`src/rtl/clock_route_multi_sync_ctrl_pkg.sv`:
```
// Shared types and helpers for the multi-channel clock-route enable controller.
// Provides the per-channel state encoding and the exclusive-mode arbiter primitive.
package clock_route_pkg;

  localparam int CNT_W  = 8;
  localparam int MAX_CH = 16;

  typedef enum logic [1:0] {
    OFF   = 2'd0,
    ARM   = 2'd1,
    ON    = 2'd2,
    DRAIN = 2'd3
  } ch_state_e;

  // Isolates the lowest set bit; callers zero-extend narrower vectors.
  function automatic logic [MAX_CH-1:0] onehot_lowest(input logic [MAX_CH-1:0] vec);
    return vec & (~vec + MAX_CH'(1));
  endfunction

endpackage

```
`src/rtl/clock_route_channel_fsm.sv`:
```
// One clock-route channel: request synchroniser, OFF/ARM/ON/DRAIN sequencer,
// settle counter and the registered gate-enable / ack outputs.
module clock_route_channel_fsm
  import clock_route_pkg::*;
#(
  parameter int SYNC_STAGES   = 2,
  parameter int SETTLE_CYCLES = 3
) (
  input  logic      clock,
  input  logic      async_resetn,
  input  logic      async_req,
  input  logic      grant,
  input  logic      test_s,
  output logic      req_s,
  output ch_state_e state,
  output logic      busy_next,
  output logic      en,
  output logic      ack
);

  localparam logic [CNT_W-1:0] CNT_LOAD = CNT_W'(SETTLE_CYCLES - 1);

  logic [SYNC_STAGES-1:0] sync_q, sync_d;
  ch_state_e              state_q, state_d;
  logic [CNT_W-1:0]       cnt_q, cnt_d;
  logic                   en_q, en_d;
  logic                   ack_q, ack_d;

  assign sync_d = {sync_q[SYNC_STAGES-2:0], async_req};
  assign req_s  = sync_q[SYNC_STAGES-1];

  always_comb begin
    // NOTE: every output of this block is given a default first so no path leaves it unassigned, which would infer a latch.
    state_d = state_q;
    cnt_d   = cnt_q;
    case (state_q)
      OFF: begin
        if (req_s && grant) begin
          state_d = ARM;
          cnt_d   = CNT_LOAD;
        end
      end
      ARM: begin
        if (!req_s) begin
          state_d = DRAIN;
          cnt_d   = CNT_LOAD;
        end else if (cnt_q == '0) begin
          state_d = ON;
        end else begin
          cnt_d = cnt_q - CNT_W'(1);
        end
      end
      ON: begin
        if (!req_s) begin
          state_d = DRAIN;
          cnt_d   = CNT_LOAD;
        end
      end
      DRAIN: begin
        // A request re-asserted here waits for OFF so the gate always settles fully.
        if (cnt_q == '0) begin
          state_d = OFF;
        end else begin
          cnt_d = cnt_q - CNT_W'(1);
        end
      end
      default: state_d = OFF;
    endcase

    if (test_s) begin
      state_d = OFF;
      cnt_d   = '0;
    end

    en_d  = test_s || (state_d == ARM) || (state_d == ON);
    ack_d = 1'b0;
    if (test_s) begin
      ack_d = req_s;
    end else begin
      case (state_d)
        ON:      ack_d = 1'b1;
        // Ack stays high through a drain only if the route had been acknowledged.
        DRAIN:   ack_d = (state_q == ON) || ack_q;
        default: ack_d = 1'b0;
      endcase
    end
  end

  assign busy_next = (state_d == ARM) || (state_d == DRAIN);

  always_ff @(posedge clock or negedge async_resetn) begin
    if (!async_resetn) begin
      sync_q  <= '0;
      state_q <= OFF;
      cnt_q   <= '0;
      en_q    <= 1'b0;
      ack_q   <= 1'b0;
    end else begin
      // NOTE: state registers use non-blocking assignment so every flop samples pre-edge values.
      sync_q  <= sync_d;
      state_q <= state_d;
      cnt_q   <= cnt_d;
      en_q    <= en_d;
      ack_q   <= ack_d;
    end
  end

  assign state = state_q;
  assign en    = en_q;
  assign ack   = ack_q;

endmodule

```
`src/rtl/clock_route_multi_sync_ctrl.sv`:
```
// N-channel clock-route enable controller with 4-phase async handshakes,
// optional one-route-at-a-time arbitration and a synchronised test override.
module clock_route_multi_sync_ctrl
  import clock_route_pkg::*;
#(
  parameter int N_CH          = 4,
  parameter int SYNC_STAGES   = 2,
  parameter int SETTLE_CYCLES = 3,
  parameter int EXCLUSIVE     = 0
) (
  input  logic            clock,
  input  logic            async_resetn,
  input  logic            async_test_en,
  input  logic [N_CH-1:0] async_enable,
  output logic [N_CH-1:0] async_enable_ack,
  output logic [N_CH-1:0] control_path_enable,
  output logic            busy
);

  logic [SYNC_STAGES-1:0] test_sync_q, test_sync_d;
  logic                   test_s;
  logic                   test_hold_q, test_hold_d;
  logic                   busy_q, busy_d;

  ch_state_e              ch_state [N_CH];
  logic [N_CH-1:0]        req_s;
  logic [N_CH-1:0]        busy_next;
  logic [N_CH-1:0]        off_vec;
  logic [N_CH-1:0]        lowest;
  logic [N_CH-1:0]        grant;

  assign test_sync_d = {test_sync_q[SYNC_STAGES-2:0], async_test_en};
  assign test_s      = test_sync_q[SYNC_STAGES-1];
  assign test_hold_d = test_s;
  assign busy_d      = |busy_next;

  always_comb begin
    off_vec = '0;
    for (int i = 0; i < N_CH; i++) begin
      off_vec[i] = (ch_state[i] == OFF);
    end
    lowest = N_CH'(onehot_lowest(MAX_CH'(req_s & off_vec)));

    grant = '0;
    for (int i = 0; i < N_CH; i++) begin
      if (EXCLUSIVE != 0) begin
        grant[i] = lowest[i] && (&(off_vec | (N_CH'(1) << i)));
      end else begin
        grant[i] = 1'b1;
      end
      // Hold every channel in OFF for one cycle after the override lifts.
      if (test_hold_q) begin
        grant[i] = 1'b0;
      end
    end
  end

  for (genvar i = 0; i < N_CH; i++) begin : g_ch
    clock_route_channel_fsm #(
      .SYNC_STAGES   (SYNC_STAGES),
      .SETTLE_CYCLES (SETTLE_CYCLES)
    ) u_ch (
      .clock        (clock),
      .async_resetn (async_resetn),
      .async_req    (async_enable[i]),
      .grant        (grant[i]),
      .test_s       (test_s),
      .req_s        (req_s[i]),
      .state        (ch_state[i]),
      .busy_next    (busy_next[i]),
      .en           (control_path_enable[i]),
      .ack          (async_enable_ack[i])
    );
  end

  always_ff @(posedge clock or negedge async_resetn) begin
    if (!async_resetn) begin
      test_sync_q <= '0;
      test_hold_q <= 1'b0;
      busy_q      <= 1'b0;
    end else begin
      test_sync_q <= test_sync_d;
      test_hold_q <= test_hold_d;
      busy_q      <= busy_d;
    end
  end

  assign busy = busy_q;

endmodule

```
`config.mk`:
```
export PLATFORM = sky130hd
export DESIGN_NAME = clock_route_multi_sync_ctrl
export DESIGN_NICKNAME = d
export VERILOG_FILES = /design/src/rtl/clock_route_multi_sync_ctrl_pkg.sv /design/src/rtl/clock_route_channel_fsm.sv /design/src/rtl/clock_route_multi_sync_ctrl.sv
export SDC_FILE = /design/constraint.sdc
export NUM_CORES = 1
export LEC_CHECK = 0
export BUFFER_PORTS_ARGS = -buffer_cell sky130_fd_sc_hd__buf_2
export CORE_AREA = 2 2 103 65
export DETAILED_ROUTE_END_ITERATION = 16
export DIE_AREA = 0 0 105 67
export PLACE_DENSITY = 0.77
export SETUP_SLACK_MARGIN = 0.5
export SLEW_MARGIN = 25
export SYNTH_ARGS = -nofsm -noshare
export SYNTH_HDL_FRONTEND = slang
export SYNTH_SLANG_ARGS = --single-unit
```
`constraint.sdc`:
```
create_clock -name clock -period 1.65 [get_ports clock]
set_input_delay 0.0825 -clock clock [delete_from_list [all_inputs] [get_ports clock]]
set_output_delay 0.0825 -clock clock [all_outputs]
set_load 0.005 [all_outputs]
```
* Word-level counts from Yosys, hierarchy flattened
Index checks and enable logic that the tools add are counted.
Storage, ports and cells: register bits after elaboration 60, output and inout bits 9
Cells by class: add/sub/neg operators 4, reduce and logical (&&, ||, !) cells 33, eq/ne operators 32, muxes and demuxes 61
Operators by type and width (number):
- 8-bit two-way mux | 20
- 8-bit case mux with 4 select lines | 4
- 2-bit two-way mux | 24
- 2-bit == test, second input constant | 16
- 8-bit zero test | 4
- 2-bit case mux with 4 select lines | 4
- 8-bit by 1-bit subtractor with 8-bit output, second input constant | 4
- 2-bit by 1-bit == test with 1-bit output, second input constant | 8
- 1-bit logical OR | 16
- 3-bit by 2-bit != test with 1-bit output, second input constant | 4
- 3-bit != test, second input constant | 4
- 2-bit zero test | 4
- 1-bit case mux with 2 select lines | 4
- 2-bit AND reduction | 4
- 1-bit two-way mux | 5
- 1-bit logical AND | 4
- 4-bit OR reduction | 1

* Logic depth before layout (Yosys ltp)
word-level depth 8, mapped depth 6

* By module
From an unflattened synthesis, not the netlist that was laid out.
Unflattened totals: cells, all modules 358, area, all modules 3554.7 um^2
Modules (own cells, without submodules):
- clock_route_channel_fsm | area each 860.8 um^2, cells an instance 88, times used 4, seq. area each 350.3 um^2
- clock_route_multi_sync_ctrl | area each 111.4 um^2, cells an instance 6, times used 1, seq. area each 100.1 um^2

* Worst setup path before layout
OpenSTA, ideal clock, no wires.
path type register to register, from register g_ch[0].u_ch.cnt_q[3], to register g_ch[0].u_ch.cnt_q[7], setup slack -161 ps, stages on the path, launching flop included 5, data arrival time 1734 ps, data required time 1573 ps, path buffers 0, cells stage by stage dfrtp_1 > or4_4 > or3_1 > or3_1 > a21oi_2
On the way: word-level cells in the longest chain between the ends 5
Ends and longest elaborated chain:
- start: declaration | line clock_route_channel_fsm.sv:25 | logic [CNT_W-1:0] cnt_q, cnt_d;
- start signal: assignment | line clock_route_channel_fsm.sv:102 | cnt_q <= cnt_d;
- 8-bit by 1-bit subtractor with 8-bit output or 8-bit zero test (tied branches)
- 8-bit two-way mux * | line clock_route_channel_fsm.sv:47, clock_route_channel_fsm.sv:61
- 8-bit two-way mux | line clock_route_channel_fsm.sv:44 | if (!req_s) begin
- 8-bit case mux with 4 select lines * | line clock_route_channel_fsm.sv:36 | case (state_q)
- 8-bit two-way mux * | line clock_route_channel_fsm.sv:70 | if (test_s) begin
Mark *: on every way between the ends. The rest lies on a longest branch, timed or not. A chain may end at the register's enable or synchronous reset.

* Worst setup path after layout
from register g_ch[2].u_ch.cnt_q[2], to register g_ch[2].u_ch.ack_q
On the way: word-level cells in the longest chain between the ends 8
Ends and longest elaborated chain:
- start: declaration | line clock_route_channel_fsm.sv:25
- start signal: assignment | line clock_route_channel_fsm.sv:102
- 8-bit zero test * | line clock_route_channel_fsm.sv:47, clock_route_channel_fsm.sv:61
- 2-bit two-way mux | line clock_route_channel_fsm.sv:47 | end else if (cnt_q == '0) begin
- 2-bit two-way mux | line clock_route_channel_fsm.sv:44
- 2-bit case mux with 4 select lines * | line clock_route_channel_fsm.sv:36
- 2-bit two-way mux * | line clock_route_channel_fsm.sv:70
- 2-bit == test | line clock_route_channel_fsm.sv:80 | case (state_d)
- 1-bit case mux with 2 select lines * | line clock_route_channel_fsm.sv:80
- 1-bit two-way mux * | line clock_route_channel_fsm.sv:77 | if (test_s) begin
- net g_ch[2].u_ch.ack_d | line clock_route_channel_fsm.sv:27 | logic ack_q, ack_d;
- end signal: assignment | line clock_route_channel_fsm.sv:104 | ack_q <= ack_d;
- end: declaration | line clock_route_channel_fsm.sv:27
The timed path passes the listed nets; every way through them passes the cells marked *.

==> impl_metrics.tcl <==
set metrics [dict create \
    startpoint_type "register" \
    fmax_ghz 0.531 \
    synth_top_cell_area_share_pct 46.1 \
    drcViolationCount 0 \
    p_leak_nw 2.36 \
    relSlewSlack_pct 61.0 \
    grt_overflow 0 \
    initial_utilization_pct 54.3 \
    multiInputGateArea_um2 2360 \
    track_usage_pct 33.0 \
    io-pin-count 16 \
    num-nets-final 489 \
    tns_ns -1.91 \
    vias 3617 \
    diodes 0 \
    worst_slack_ns -0.233 \
    die-area_um2 7040 \
    grt_max_degree 24 \
    crit_type "register to register" \
    rows 22 \
    finalWirelength_mm 12.6 \
    power_frac_clock_pct 12.2 \
    utilization_pct 90.9 \
    hold_viol 0 \
    wl_per_cell_um 22.4 \
    netSwitchingFraction_pct 41.7 \
    antenna_found_initial 0 \
    critPathMaxFanout 3 \
    required_ns 1.86 \
    syn_to_final_growth_pct 67.3 \
    period_share_pct 114 \
    p_int_mw 5.80 \
    nFillCells 229 \
    synthCells 345 \
    worst-path-buf-inv 1 \
    regToRegSetupSlack_ns -0.23 \
    chipWidth_um 105 \
    place_ws_ns -0.167 \
    ys_top_cells_by_area "dfrtp_1, a21oi_1, o21ai_0, ha_1, or3_1" \
    cts_sinks 60 \
    path_cells "or3_4 -> buf_6 -> nor4_4 -> a2111oi_1 -> o41ai_1" \
    synth_warnings 0 \
    status "finished with violations" \
    gp_congestion 0.888 \
    synth_enable_flop_cells 0 \
    final_common_cell "buf_4" \
    die_h_um 67 \
    regArea_um2 1510 \
    path_delay_family "simple AND/OR/NAND/NOR gates" \
    cts_tree "yes" \
    numCtsBuffers 9 \
    drtAntennaViolNets 0 \
    syn_nets 360 \
    rsz0062_at_grt "true" \
    failed_checks "setup timing" \
    synth.avg_cell_area_um2 9.45 \
    worst_pin_slew_ns 0.580 \
    crit_path_top_delay_cell "or3_4" \
    drt_iter0_markers 348 \
    mostFrequentLayoutCells "buf_4, dfrtp_1, buf_6" \
    cts_max_level 3 \
    finalClockSkew_ns 0.00720 \
    power_switching_mw 4.15 \
    yosys_most_used_dff "dfrtp_1" \
    drive_above_1_share_pct 59.5 \
    ff2ff_path_depth 5 \
    cp-end-kind "register" \
    yosysUniqueCellTypes 57 \
    root_buffer "clkbuf_8" \
    viasPerCell 6.42 \
    clk_latency_ns 0.36 \
    synth_area_leader_cell "dfrtp_1" \
    ys_ff_latch 60 \
    irDropWorstVdd_mv 1.12 \
    period_needed_ns 1.88 \
    clockBufferDepth 2 \
    min_path_type "input port to async pin" \
    design.core.area_um2 6000 \
    netlist_area_um2 3260 \
    io_buffers 15 \
    synth_async_sr_flop_share_pct 100 \
    ys_seq_area_share_pct 46.1 \
    maxCapViolCount 0 \
    setup-violations-final 25 \
    grt_pass1_wl_mm 17.5 \
    hpwl_mm 5.81 \
    cp.depth 5 \
    power.density_nw_per_um2 1820 \
    slew_violations 0 \
    crit_arrival_ns 2.09 \
    drt_first_pass_iters 5 \
    p_comb_share_pct 65.7 \
    seqPwrFrac_pct 22.1 \
    cpPeakStageDelay_ns 0.42 \
    totalPowerFinal_mw 9.95 \
    path_clk_slew_ns 0.07 \
    grt_pass1_vias 3435 \
]
## logic make-up (layout without fill, tap and decap cells)
group / Yosys count / in the layout / synth area share (%)
flops: 60 / 60 / 46.1
fa+ha+maj: 8 / 8 / 3.07
mux: 5 / 5 / 1.54
xor+xnor: 2 / 2 / 0.538
compound gates: 98 / 98 / 19.7
buf+inv: 43 / 177 / 5.99
simple gates: 129 / 129 / 23.1
## per-layer routing
layer | track usage [%] | up-vias | part of all wire, % | wire length [um]
li1 | - | 1538 | - | -
met1 | 42.3 | 1793 | 41 | 5180
met2 | 55.0 | 240 | 46 | 5820
met3 | 8.41 | 46 | 9.2 | 1160
met4 | 11.3 | 0 | 3.4 | 423
met5 | 0 | - | 0 | 0
## synth_stat cells, drive strengths merged (3+ instances only)
master and n:
or3b 4, o21ai 22, nand3 7, o41ai 4, o31ai 7, clkbuf 11, dfrtp 60, a21oi 33
nor3 17, buf 11, nor2b 5, a31oi 4, nor2 17, or4 8, inv 21, nor4 9
a311oi 3, nand2 21, or3 19, mux2i 5, nand2b 3, ha 8, or2 7, nor3b 9
## timing repair
item,4_1_cts,5_1_grt
pin swaps,56,46
resized for setup,107,60
endpoints found under the setup margin,49,49
hold buffers,6,0
buffers inserted,33,17
hold endpoints to repair,26,0
## area by class of cell
cell class                 count  area share [%]
tap                           84            1.93
clock inverter                 2           0.184
inverter                      21            1.56
clock buffer                  14            2.98
multi-input combinational    242            43.2
timing repair buffer         140            22.4
sequential                    60            27.7
## registers in the layout, summed over array words and instances (netlist names)
signal and cells:
busy 1, g_ch.u_ch.ack 4, g_ch.u_ch.cnt_q 32, g_ch.u_ch.en 4, g_ch.u_ch.state 8, g_ch.u_ch.sync_q 8, test_hold_q 1, test_sync_q 2
## stage by stage
step	hold slack [ns]	area (um^2)	std cells
global placement	0.0804	4100	491
detailed placement	0.0939	4100	491
floorplan	-0.213	3530	345
CTS	0.305	5040	546
finish	0.286	5450	563
global route	0.354	5450	563
## worst paths after layout
kind | start | to
worst max-delay path | g_ch[2].u_ch.cnt_q[2] | g_ch[2].u_ch.ack
worst min-delay path | async_resetn | g_ch[3].u_ch.cnt_q[7]
worst max register to register | g_ch[2].u_ch.cnt_q[2] | g_ch[2].u_ch.ack
worst min register to register | g_ch[2].u_ch.sync_q[0] | g_ch[2].u_ch.sync_q[1]
max in group asynchronous | async_resetn | g_ch[0].u_ch.state[1]
min in group clock | g_ch[2].u_ch.sync_q[0] | g_ch[2].u_ch.sync_q[1]
## power groups by stage
stage	Sequential, mW	Combinational (mW)	Clock [mW]
finish	2.20	6.54	1.22
global route	2.23	6.87	1.29
detailed placement	2.14	3.77	0
global placement	2.12	3.65	0
CTS	2.15	5.16	1.20
floorplan	2.10	2.53	0
(Power assumes the default switching activity.)
